**config.mk**
```make
export PLATFORM = sky130hd
export DESIGN_NAME = spi_master_ctrl_flat
export DESIGN_NICKNAME = d
export VERILOG_FILES = /design/src/rtl/spi_master_ctrl_if.sv /design/src/rtl/spi_master_ctrl.sv /design/src/flat_wrapper.sv
export SDC_FILE = /design/constraint.sdc
export NUM_CORES = 1
export LEC_CHECK = 0
export BUFFER_PORTS_ARGS = -buffer_cell sky130_fd_sc_hd__buf_2
export CELL_PAD_IN_SITES_DETAIL_PLACEMENT = 0
export CELL_PAD_IN_SITES_GLOBAL_PLACEMENT = 1
export CORE_UTILIZATION = 49
export DETAILED_ROUTE_END_ITERATION = 7
export GPL_TIMING_DRIVEN = 0
export PLACE_DENSITY = 0.89
export SLEW_MARGIN = 20
export SYNTH_ARGS = -nofsm -noshare
export SYNTH_HDL_FRONTEND = slang
export SYNTH_SLANG_ARGS = --single-unit
```
**constraint.sdc**
```tcl
create_clock -name clk_in -period 5.6 [get_ports clk_in]
set_clock_uncertainty 0.2 [all_clocks]
set_input_delay 0.84 -clock clk_in [delete_from_list [all_inputs] [get_ports clk_in]]
set_output_delay 0.84 -clock clk_in [all_outputs]
set_load 0.03 [all_outputs]
```
**src/rtl/spi_master_ctrl_if.sv**
```systemverilog
// Host-side handshake and SPI pin bundle for spi_master_ctrl.
// master = the controller itself, slave = the host/pin environment around it.
interface spi_master_ctrl_if #(
  parameter int unsigned DATA_WIDTH = 8
);
  logic                  start;
  logic [DATA_WIDTH-1:0] tx_data;
  logic [DATA_WIDTH-1:0] rx_data;
  logic                  busy;
  logic                  done;
  logic                  sclk;
  logic                  mosi;
  logic                  miso;
  logic                  cs_n;

  modport master (
    input  start, tx_data, miso,
    output rx_data, busy, done, sclk, mosi, cs_n
  );

  modport slave (
    output start, tx_data, miso,
    input  rx_data, busy, done, sclk, mosi, cs_n
  );
endinterface

```
**src/rtl/spi_master_ctrl.sv**
```systemverilog
// SPI mode-0 (CPOL=0, CPHA=0, MSB first) single-word master.
// SCLK is a registered toggle driven by a half-period tick counter on clk_in.
module spi_master_ctrl #(
  parameter int unsigned CLK_IN_FREQ = 100000000,
  parameter int unsigned SCLK_FREQ   = 200000,
  parameter int unsigned DATA_WIDTH  = 8
) (
  input  logic              clk_in,
  input  logic              rst,
  spi_master_ctrl_if.master bus
);
  localparam int unsigned H     = CLK_IN_FREQ / (2 * SCLK_FREQ);
  localparam int unsigned CNT_W = ($clog2(H) < 1) ? 1 : $clog2(H);
  localparam int unsigned BIT_W = $clog2(DATA_WIDTH + 1);
  localparam logic [CNT_W-1:0] TICK_LAST = CNT_W'(H - 1);
  localparam logic [BIT_W-1:0] BITS_ALL  = BIT_W'(DATA_WIDTH);

  if (H < 2) begin : g_h_guard
    $error("spi_master_ctrl: CLK_IN_FREQ/(2*SCLK_FREQ) must be at least 2");
  end

  typedef enum logic [2:0] {
    ST_IDLE,
    ST_SETUP,
    ST_TRANSFER,
    ST_HOLD,
    ST_DONE
  } state_e;

  state_e                state_q;
  logic [CNT_W-1:0]      cnt_q;
  logic [BIT_W-1:0]      bit_cnt_q;
  logic [DATA_WIDTH-1:0] tx_shift_q;
  logic [DATA_WIDTH-1:0] rx_shift_q;
  logic [DATA_WIDTH-1:0] rx_data_q;
  logic                  sclk_q;
  logic                  cs_n_q;
  logic                  busy_q;
  logic                  done_q;

  logic tick_c;
  logic accept_c;

  assign tick_c = (cnt_q == TICK_LAST);
  // A start seen on the last DONE cycle is taken at once so back-to-back
  // transfers keep cs_n high for exactly one half-period.
  assign accept_c = bus.start &&
                    ((state_q == ST_IDLE) || ((state_q == ST_DONE) && tick_c));

  always_ff @(posedge clk_in or posedge rst) begin
    if (rst) begin
      state_q    <= ST_IDLE;
      cnt_q      <= '0;
      bit_cnt_q  <= '0;
      tx_shift_q <= '0;
      rx_shift_q <= '0;
      rx_data_q  <= '0;
      sclk_q     <= 1'b0;
      cs_n_q     <= 1'b1;
      busy_q     <= 1'b0;
      done_q     <= 1'b0;
    end else begin
      done_q <= 1'b0;

      if (state_q == ST_IDLE || tick_c) begin
        cnt_q <= '0;
      end else begin
        cnt_q <= cnt_q + CNT_W'(1);
      end

      unique case (state_q)
        ST_IDLE: ;
        ST_SETUP: begin
          if (tick_c) begin
            state_q    <= ST_TRANSFER;
            sclk_q     <= 1'b1;
            rx_shift_q <= (rx_shift_q << 1) | DATA_WIDTH'(bus.miso);
            bit_cnt_q  <= bit_cnt_q + BIT_W'(1);
          end
        end
        ST_TRANSFER: begin
          if (tick_c) begin
            if (sclk_q) begin
              sclk_q <= 1'b0;
              if (bit_cnt_q != BITS_ALL) begin
                tx_shift_q <= tx_shift_q << 1;
              end
            end else if (bit_cnt_q == BITS_ALL) begin
              state_q <= ST_HOLD;
            end else begin
              // miso is stable here: the slave only moves it on falling edges
              sclk_q     <= 1'b1;
              rx_shift_q <= (rx_shift_q << 1) | DATA_WIDTH'(bus.miso);
              bit_cnt_q  <= bit_cnt_q + BIT_W'(1);
            end
          end
        end
        ST_HOLD: begin
          if (tick_c) begin
            state_q   <= ST_DONE;
            cs_n_q    <= 1'b1;
            rx_data_q <= rx_shift_q;
            done_q    <= 1'b1;
          end
        end
        ST_DONE: begin
          if (tick_c) begin
            state_q <= ST_IDLE;
            busy_q  <= 1'b0;
          end
        end
        default: state_q <= ST_IDLE;
      endcase

      if (accept_c) begin
        state_q    <= ST_SETUP;
        tx_shift_q <= bus.tx_data;
        cs_n_q     <= 1'b0;
        busy_q     <= 1'b1;
        bit_cnt_q  <= '0;
        cnt_q      <= '0;
      end
    end
  end

  assign bus.sclk    = sclk_q;
  assign bus.mosi    = tx_shift_q[DATA_WIDTH-1];
  assign bus.cs_n    = cs_n_q;
  assign bus.busy    = busy_q;
  assign bus.done    = done_q;
  assign bus.rx_data = rx_data_q;
endmodule

```
**src/flat_wrapper.sv**
```systemverilog
// flat-port wrapper written by rule: the top's interface ports become plain ports
module spi_master_ctrl_flat 
#(
  parameter int unsigned CLK_IN_FREQ = 100000000,
  parameter int unsigned SCLK_FREQ   = 200000,
  parameter int unsigned DATA_WIDTH  = 8
)
  (clk_in, rst, bus_start, bus_tx_data, bus_miso, bus_rx_data, bus_busy, bus_done, bus_sclk, bus_mosi, bus_cs_n);
  spi_master_ctrl_if #(.DATA_WIDTH(DATA_WIDTH)) bus_i ();
  input  logic clk_in;
  input  logic rst;
  input wire logic [$bits(bus_i.start)-1:0] bus_start;
  input wire logic [$bits(bus_i.tx_data)-1:0] bus_tx_data;
  input wire logic [$bits(bus_i.miso)-1:0] bus_miso;
  output wire logic [$bits(bus_i.rx_data)-1:0] bus_rx_data;
  output wire logic [$bits(bus_i.busy)-1:0] bus_busy;
  output wire logic [$bits(bus_i.done)-1:0] bus_done;
  output wire logic [$bits(bus_i.sclk)-1:0] bus_sclk;
  output wire logic [$bits(bus_i.mosi)-1:0] bus_mosi;
  output wire logic [$bits(bus_i.cs_n)-1:0] bus_cs_n;
  assign bus_i.start = bus_start;
  assign bus_i.tx_data = bus_tx_data;
  assign bus_i.miso = bus_miso;
  assign bus_rx_data = bus_i.rx_data;
  assign bus_busy = bus_i.busy;
  assign bus_done = bus_i.done;
  assign bus_sclk = bus_i.sclk;
  assign bus_mosi = bus_i.mosi;
  assign bus_cs_n = bus_i.cs_n;
  spi_master_ctrl #(.CLK_IN_FREQ(CLK_IN_FREQ), .SCLK_FREQ(SCLK_FREQ), .DATA_WIDTH(DATA_WIDTH)) u_core (.clk_in(clk_in), .rst(rst), .bus(bus_i));
endmodule
```
# After elaboration in Yosys (flattened, before gate mapping)
# Index checks and enable logic that the tools add are counted.
[word_totals] ff_bits=43 in_bits=12 out_inout_bits=13
[classes] n_addsub=2 n_eq_ne=19 n_mux=38 n_bitwise=1 n_reduce_logical=21
[ops] op="$mux W8" count=11
[ops] op="$mux W3" count=7
[ops] op="$mux W4" count=5
[ops] op="$pmux W8 S2" count=1
[ops] op="$ne A3 B1 Y1 const B" count=5
[ops] op="$pmux W3 S5" count=1
[ops] op="$reduce_bool A2 Y1" count=7
[ops] op="$mux W1" count=11
[ops] op="$reduce_and A5 Y1" count=2
[ops] op="$add A8 B1 Y8 const B" count=1
[ops] op="$eq A8 B8 Y1 const B" count=1
[ops] op="$or A8 B1 Y8" count=1
[ops] op="$pmux W4 S2" count=1
[ops] op="$reduce_and A7 Y1" count=1
[ops] op="$eq A3 B2 Y1 const B" count=2
[ops] op="$ne A2 B1 Y1 const B" count=3
[ops] op="$reduce_and A2 Y1" count=3
[ops] op="$add A4 B1 Y4 const B" count=1
[ops] op="$eq A4 B4 Y1 const B" count=1
[ops] op="$ne A2 B2 Y1 const B" count=2
[ops] op="$ne A4 B4 Y1 const B" count=1
[ops] op="$reduce_and A4 Y1" count=1
[ops] op="$eq A3 B1 Y1 const B" count=1
[ops] op="$eq A3 B3 Y1 const B" count=1
[ops] op="8 further kinds" count=10

# Longest topological paths before layout
[depth] ltp_word=6 depth_mapped=8 depth_no_buf=6

# Worst setup path after synthesis
# OpenSTA, ideal clock, no wires.
[synth_path] path_kind="register to register" from="register u_core.cnt_q[0]" to="register u_core.tx_shift_q[1]" t_arrival_ns=1.845 slack_ns=3.431 path_stages_with_launch=8 n_path_buf=2 period_less_slack_ns=2.169 cell_sequence="dfrtp_1 -> ha_1 -> and4b_2 -> buf_4 -> a21oi_2 -> or2_2 -> buf_2 -> mux2_2"
[synth_between] elab_chain_len=6 word_cells_on_any_way=10
[synth_lines] item="start, declared" line="spi_master_ctrl.sv:31" source="logic [CNT_W-1:0] cnt_q;"
[synth_lines] item="start signal, assigned" line="spi_master_ctrl.sv:68" source="cnt_q <= cnt_q + CNT_W'(1);"
[synth_lines] item="$eq A8 B8 Y1 *" line="spi_master_ctrl.sv:44" source="assign tick_c = (cnt_q == TICK_LAST);"
[synth_lines] item="$logic_and A1 B1 Y1" line="spi_master_ctrl.sv:48" source="((state_q == ST_IDLE) || ((state_q == ST_DONE) && tick_c));"
[synth_lines] item="$logic_or A1 B1 Y1" line="spi_master_ctrl.sv:48"
[synth_lines] item="$logic_and A1 B1 Y1" line="spi_master_ctrl.sv:47" source="assign accept_c = bus.start &&"
[synth_lines] item="$reduce_bool A2 Y1 (no source line)"
[synth_lines] item="$reduce_and A4 Y1 (no source line)"
[synth_lines] item="end signal, assigned" line="spi_master_ctrl.sv:86" source="tx_shift_q <= tx_shift_q << 1;"
[synth_lines] item="end signal, assigned" line="spi_master_ctrl.sv:117" source="tx_shift_q <= bus.tx_data;"
[synth_lines] item="end, declared" line="spi_master_ctrl.sv:33" source="logic [DATA_WIDTH-1:0] tx_shift_q;"
# Every way passes the cells marked *; elsewhere a longest branch is shown, timed or not.
# A chain may end at the register's enable or synchronous reset.

# Final worst setup path
[layout_path] from="register u_core.bit_cnt_q[0]" to="register u_core.rx_shift_q[0]"
[layout_between] elab_chain_len=3
[layout_lines] item="start, declared" line="spi_master_ctrl.sv:32" source="logic [BIT_W-1:0] bit_cnt_q;"
[layout_lines] item="start signal, assigned" line="spi_master_ctrl.sv:78" source="bit_cnt_q <= bit_cnt_q + BIT_W'(1);"
[layout_lines] item="start signal, assigned" line="spi_master_ctrl.sv:94" source="bit_cnt_q <= bit_cnt_q + BIT_W'(1);"
[layout_lines] item="$eq A4 B4 Y1" line="spi_master_ctrl.sv:88" source="end else if (bit_cnt_q == BITS_ALL) begin"
[layout_lines] item="$ne A2 B2 Y1 (no source line)"
[layout_lines] item="$reduce_and A5 Y1 (no source line)"
[layout_lines] item="end signal, assigned" line="spi_master_ctrl.sv:77" source="rx_shift_q <= (rx_shift_q << 1) | DATA_WIDTH'(bus.miso);"
[layout_lines] item="end signal, assigned" line="spi_master_ctrl.sv:93" source="rx_shift_q <= (rx_shift_q << 1) | DATA_WIDTH'(bus.miso);"
[layout_lines] item="end, declared" line="spi_master_ctrl.sv:34" source="logic [DATA_WIDTH-1:0] rx_shift_q;"
# No other way between the ends.

==> impl_metrics.py <==
metrics = {
    "status": {
        "status": "complete, no violations",
    },
    "timing": {
        "period_share": 0.444,
        "fin_crit_ns": 2.49,
        "drv_slew": 0,
        "rsz0062_at_grt": "false",
        "hold_viol_final": 0,
        "setup_viol": 0,
        "max-slew-margin-rel": 0.359,
        "tns_ns": 0,
        "max_freq_ghz": 0.402,
        "worst_slew_pin_slew_ns": 0.954,
    },
    "global_routing": {
        "grt_pass1_wl_um": 6360,
        "grt_max_degree": 26,
        "grt_use_total": 0.193,
        "grt_overflow": 0,
        "first_global_vias": 1430,
        "antenna_found_initial": 0,
    },
    "logic_synthesis": {
        "synthesis.area_um2": 2050,
        "syn_inst": 178,
        "yosys_warnings": 0,
        "synthFlopType": "dfrtp_1",
        "avgSynthCellArea_um2": 11.5,
        "synth-seq-cells": 43,
        "ys_async_sr_fraction": 1.00,
        "synth.net_count": 194,
        "ys_seq_area_frac": 0.525,
        "synth_edf_count": 0,
        "yosysUniqueCellTypes": 40,
    },
    "job": {
        "drv_cap": 0,
    },
    "finish": {
        "layout_common_cells": "dfrtp_1, buf_2, mux2_2",
        "nNetsFinal": 226,
        "fin_area_um2": 2350,
        "mostFrequentLayoutCell": "dfrtp_1",
        "fillers": 342,
        "antennaDiodeCount": 0,
        "postLayoutCoreUtil": 0.589,
        "layout-area-overhead-vs-synth_pct": 14.8,
        "drive_above_1_share": 0.365,
    },
    "cts": {
        "clk_root_buffer_cell": "clkbuf_8",
        "htree_levels": 2,
        "tritoncts": "yes",
        "cts_buffers": 5,
        "cts.path.max_buffers": 2,
        "cts_hold_buf": 0,
        "clk_latency_ns": 0.30,
        "clkSlewWorstSetupHoldPaths_ns": 0.09,
        "ctsResizeCount": 0,
        "post_cts_buffers": 0,
        "cts_num_sinks": 43,
    },
    "place": {
        "hpwl_um": 2780,
        "port_buffers": 24,
        "placed_cell_area_um2": 2260,
        "globalplace.congestion": 0.815,
    },
    "floorplan": {
        "initial_utilization": 0.513,
        "dieWidth_um": 66.7,
        "ios": 25,
        "dieHeight_um": 66.7,
        "die_area_um2": 4450,
        "core_um2": 4000,
        "num_rows": 23,
    },
    "drt": {
        "avgRoutedWirePerCell_um": 14.4,
        "drc": 0,
        "drt_iter0_drc": 40,
        "postRouteAntennaNets": 0,
        "vias_per_cell": 5.54,
        "vias": 1445,
        "firstDrtPassIters": 4,
        "routed_wl_um": 3760,
    },
    "worst_setup_path": {
        "cp-start-kind": "flip-flop",
        "cp_max_fo": 9,
        "crit_arrival_ns": 2.47,
        "crit_required_ns": 5.58,
        "end_kind": "flip-flop",
        "path_class": "reg2reg",
    },
    "pwr": {
        "vdd_drop_max_v": 0.000215,
        "power_density_nw_per_um2": 287,
        "p_leak_nw": 1.13,
    },
    "worst_hold_path": {
        "hp-class": "reg2reg",
    },
}
## metrics by stage
stage / instances / total power, mW / setup WS [ns] / hold WS (ns)
2_1_floorplan: 178 / 0.453 / 3.43 / 0.274
3_3_place_gp: 252 / 0.474 / 3.09 / 0.287
3_5_place_dp: 253 / 0.485 / 3.16 / 0.291
4_1_cts: 261 / 0.684 / 3.13 / 0.309
5_1_grt: 261 / 0.716 / 2.96 / 0.328
6_report: 261 / 0.675 / 3.11 / 0.305
## final timing paths
path	startpoint	end	slack, ns	cells past startpoint
min in group asynchronous	rst	u_core.state_q[1]	0.34	2
worst min-delay path	u_core.bus.cs_n	u_core.bus.cs_n	0.31	2
worst min register to register	u_core.bus.cs_n	u_core.bus.cs_n	0.31	2
worst max register to register	u_core.bit_cnt_q[0]	u_core.rx_shift_q[0]	3.11	7
max in group asynchronous	rst	u_core.bus.sclk	4.38	3
worst max-delay path	u_core.bit_cnt_q[0]	u_core.rx_shift_q[0]	3.11	7
## cell type report
cell class,count,area [um^2],area share
Tap cell,50,62.6,0.0266
Inverter,9,33.8,0.0143
Clock buffer,5,68.8,0.0292
Timing Repair Buffer,25,148,0.0627
Buffer,8,45.0,0.0191
Clock inverter,3,23.8,0.0101
Multi-Input combinational cell,118,896,0.380
Sequential cell,43,1080,0.457
## routing by layer
layer,vias up,share of wire,global-route usage
met1,725,0.44,0.246
li1,692,-,-
met3,6,0.039,0.0428
met2,22,0.51,0.313
met4,0,0.017,0.0851
met5,-,0,0
## cells in the mapped netlist, drive strengths merged, types with 2 or more instances
cell type / n / area share
a21oi: 8 / 0.021
and3: 3 / 0.0098
ha: 4 / 0.024
a31oi: 2 / 0.0061
nand4: 3 / 0.012
mux2: 22 / 0.12
xnor2: 3 / 0.013
clkbuf: 2 / 0.0037
or2: 3 / 0.0091
nor2: 15 / 0.027
inv: 9 / 0.016
nand3: 7 / 0.017
buf: 6 / 0.018
mux2i: 4 / 0.020
dfrtp: 42 / 0.51
nand2: 6 / 0.012
o211ai: 3 / 0.011
nor4: 2 / 0.013
o31ai: 5 / 0.018
o21ai: 4 / 0.0098
nand3b: 3 / 0.011
xor2: 5 / 0.021
or4: 3 / 0.013
nor3: 5 / 0.012
or3: 2 / 0.0073
## registers in the layout (all words and copies together), names as in the netlist
signal	cells
u_core.bus.busy	1
u_core.state_q	3
u_core.bus.cs_n	1
u_core.rx_shift_q	8
u_core.cnt_q	8
u_core.bit_cnt_q	4
u_core.bus.rx_data	8
u_core.tx_shift_q	8
u_core.bus.sclk	1
u_core.bus.done	1
## kinds of logic after synthesis
family	count (synthesis)	synth area share
AOI/OAI and AO/OA	23	0.0707
xor gates and xnor gates	8	0.0341
adders and majority gates	4	0.0244
buffers and inverters	17	0.0384
DFF	43	0.525
muxes	26	0.140
and+or+nand+nor	57	0.167
## power by group
group          total, mW  switching (mW)  internal [mW]
Combinational      0.107          0.0565         0.0506
Sequential         0.371          0.0290          0.342
Clock              0.197           0.108         0.0890
Total              0.675           0.194          0.481
## critical path, stage by stage, from the launching register on
cell	delay [ns]
dfrtp_1	0.43
inv_1	0.07
ha_1	0.14
nand3b_1	0.16
a31oi_1	0.57
or2_1	0.21
buf_2	0.22
mux2_2	0.36
(Power assumes the default switching activity.)
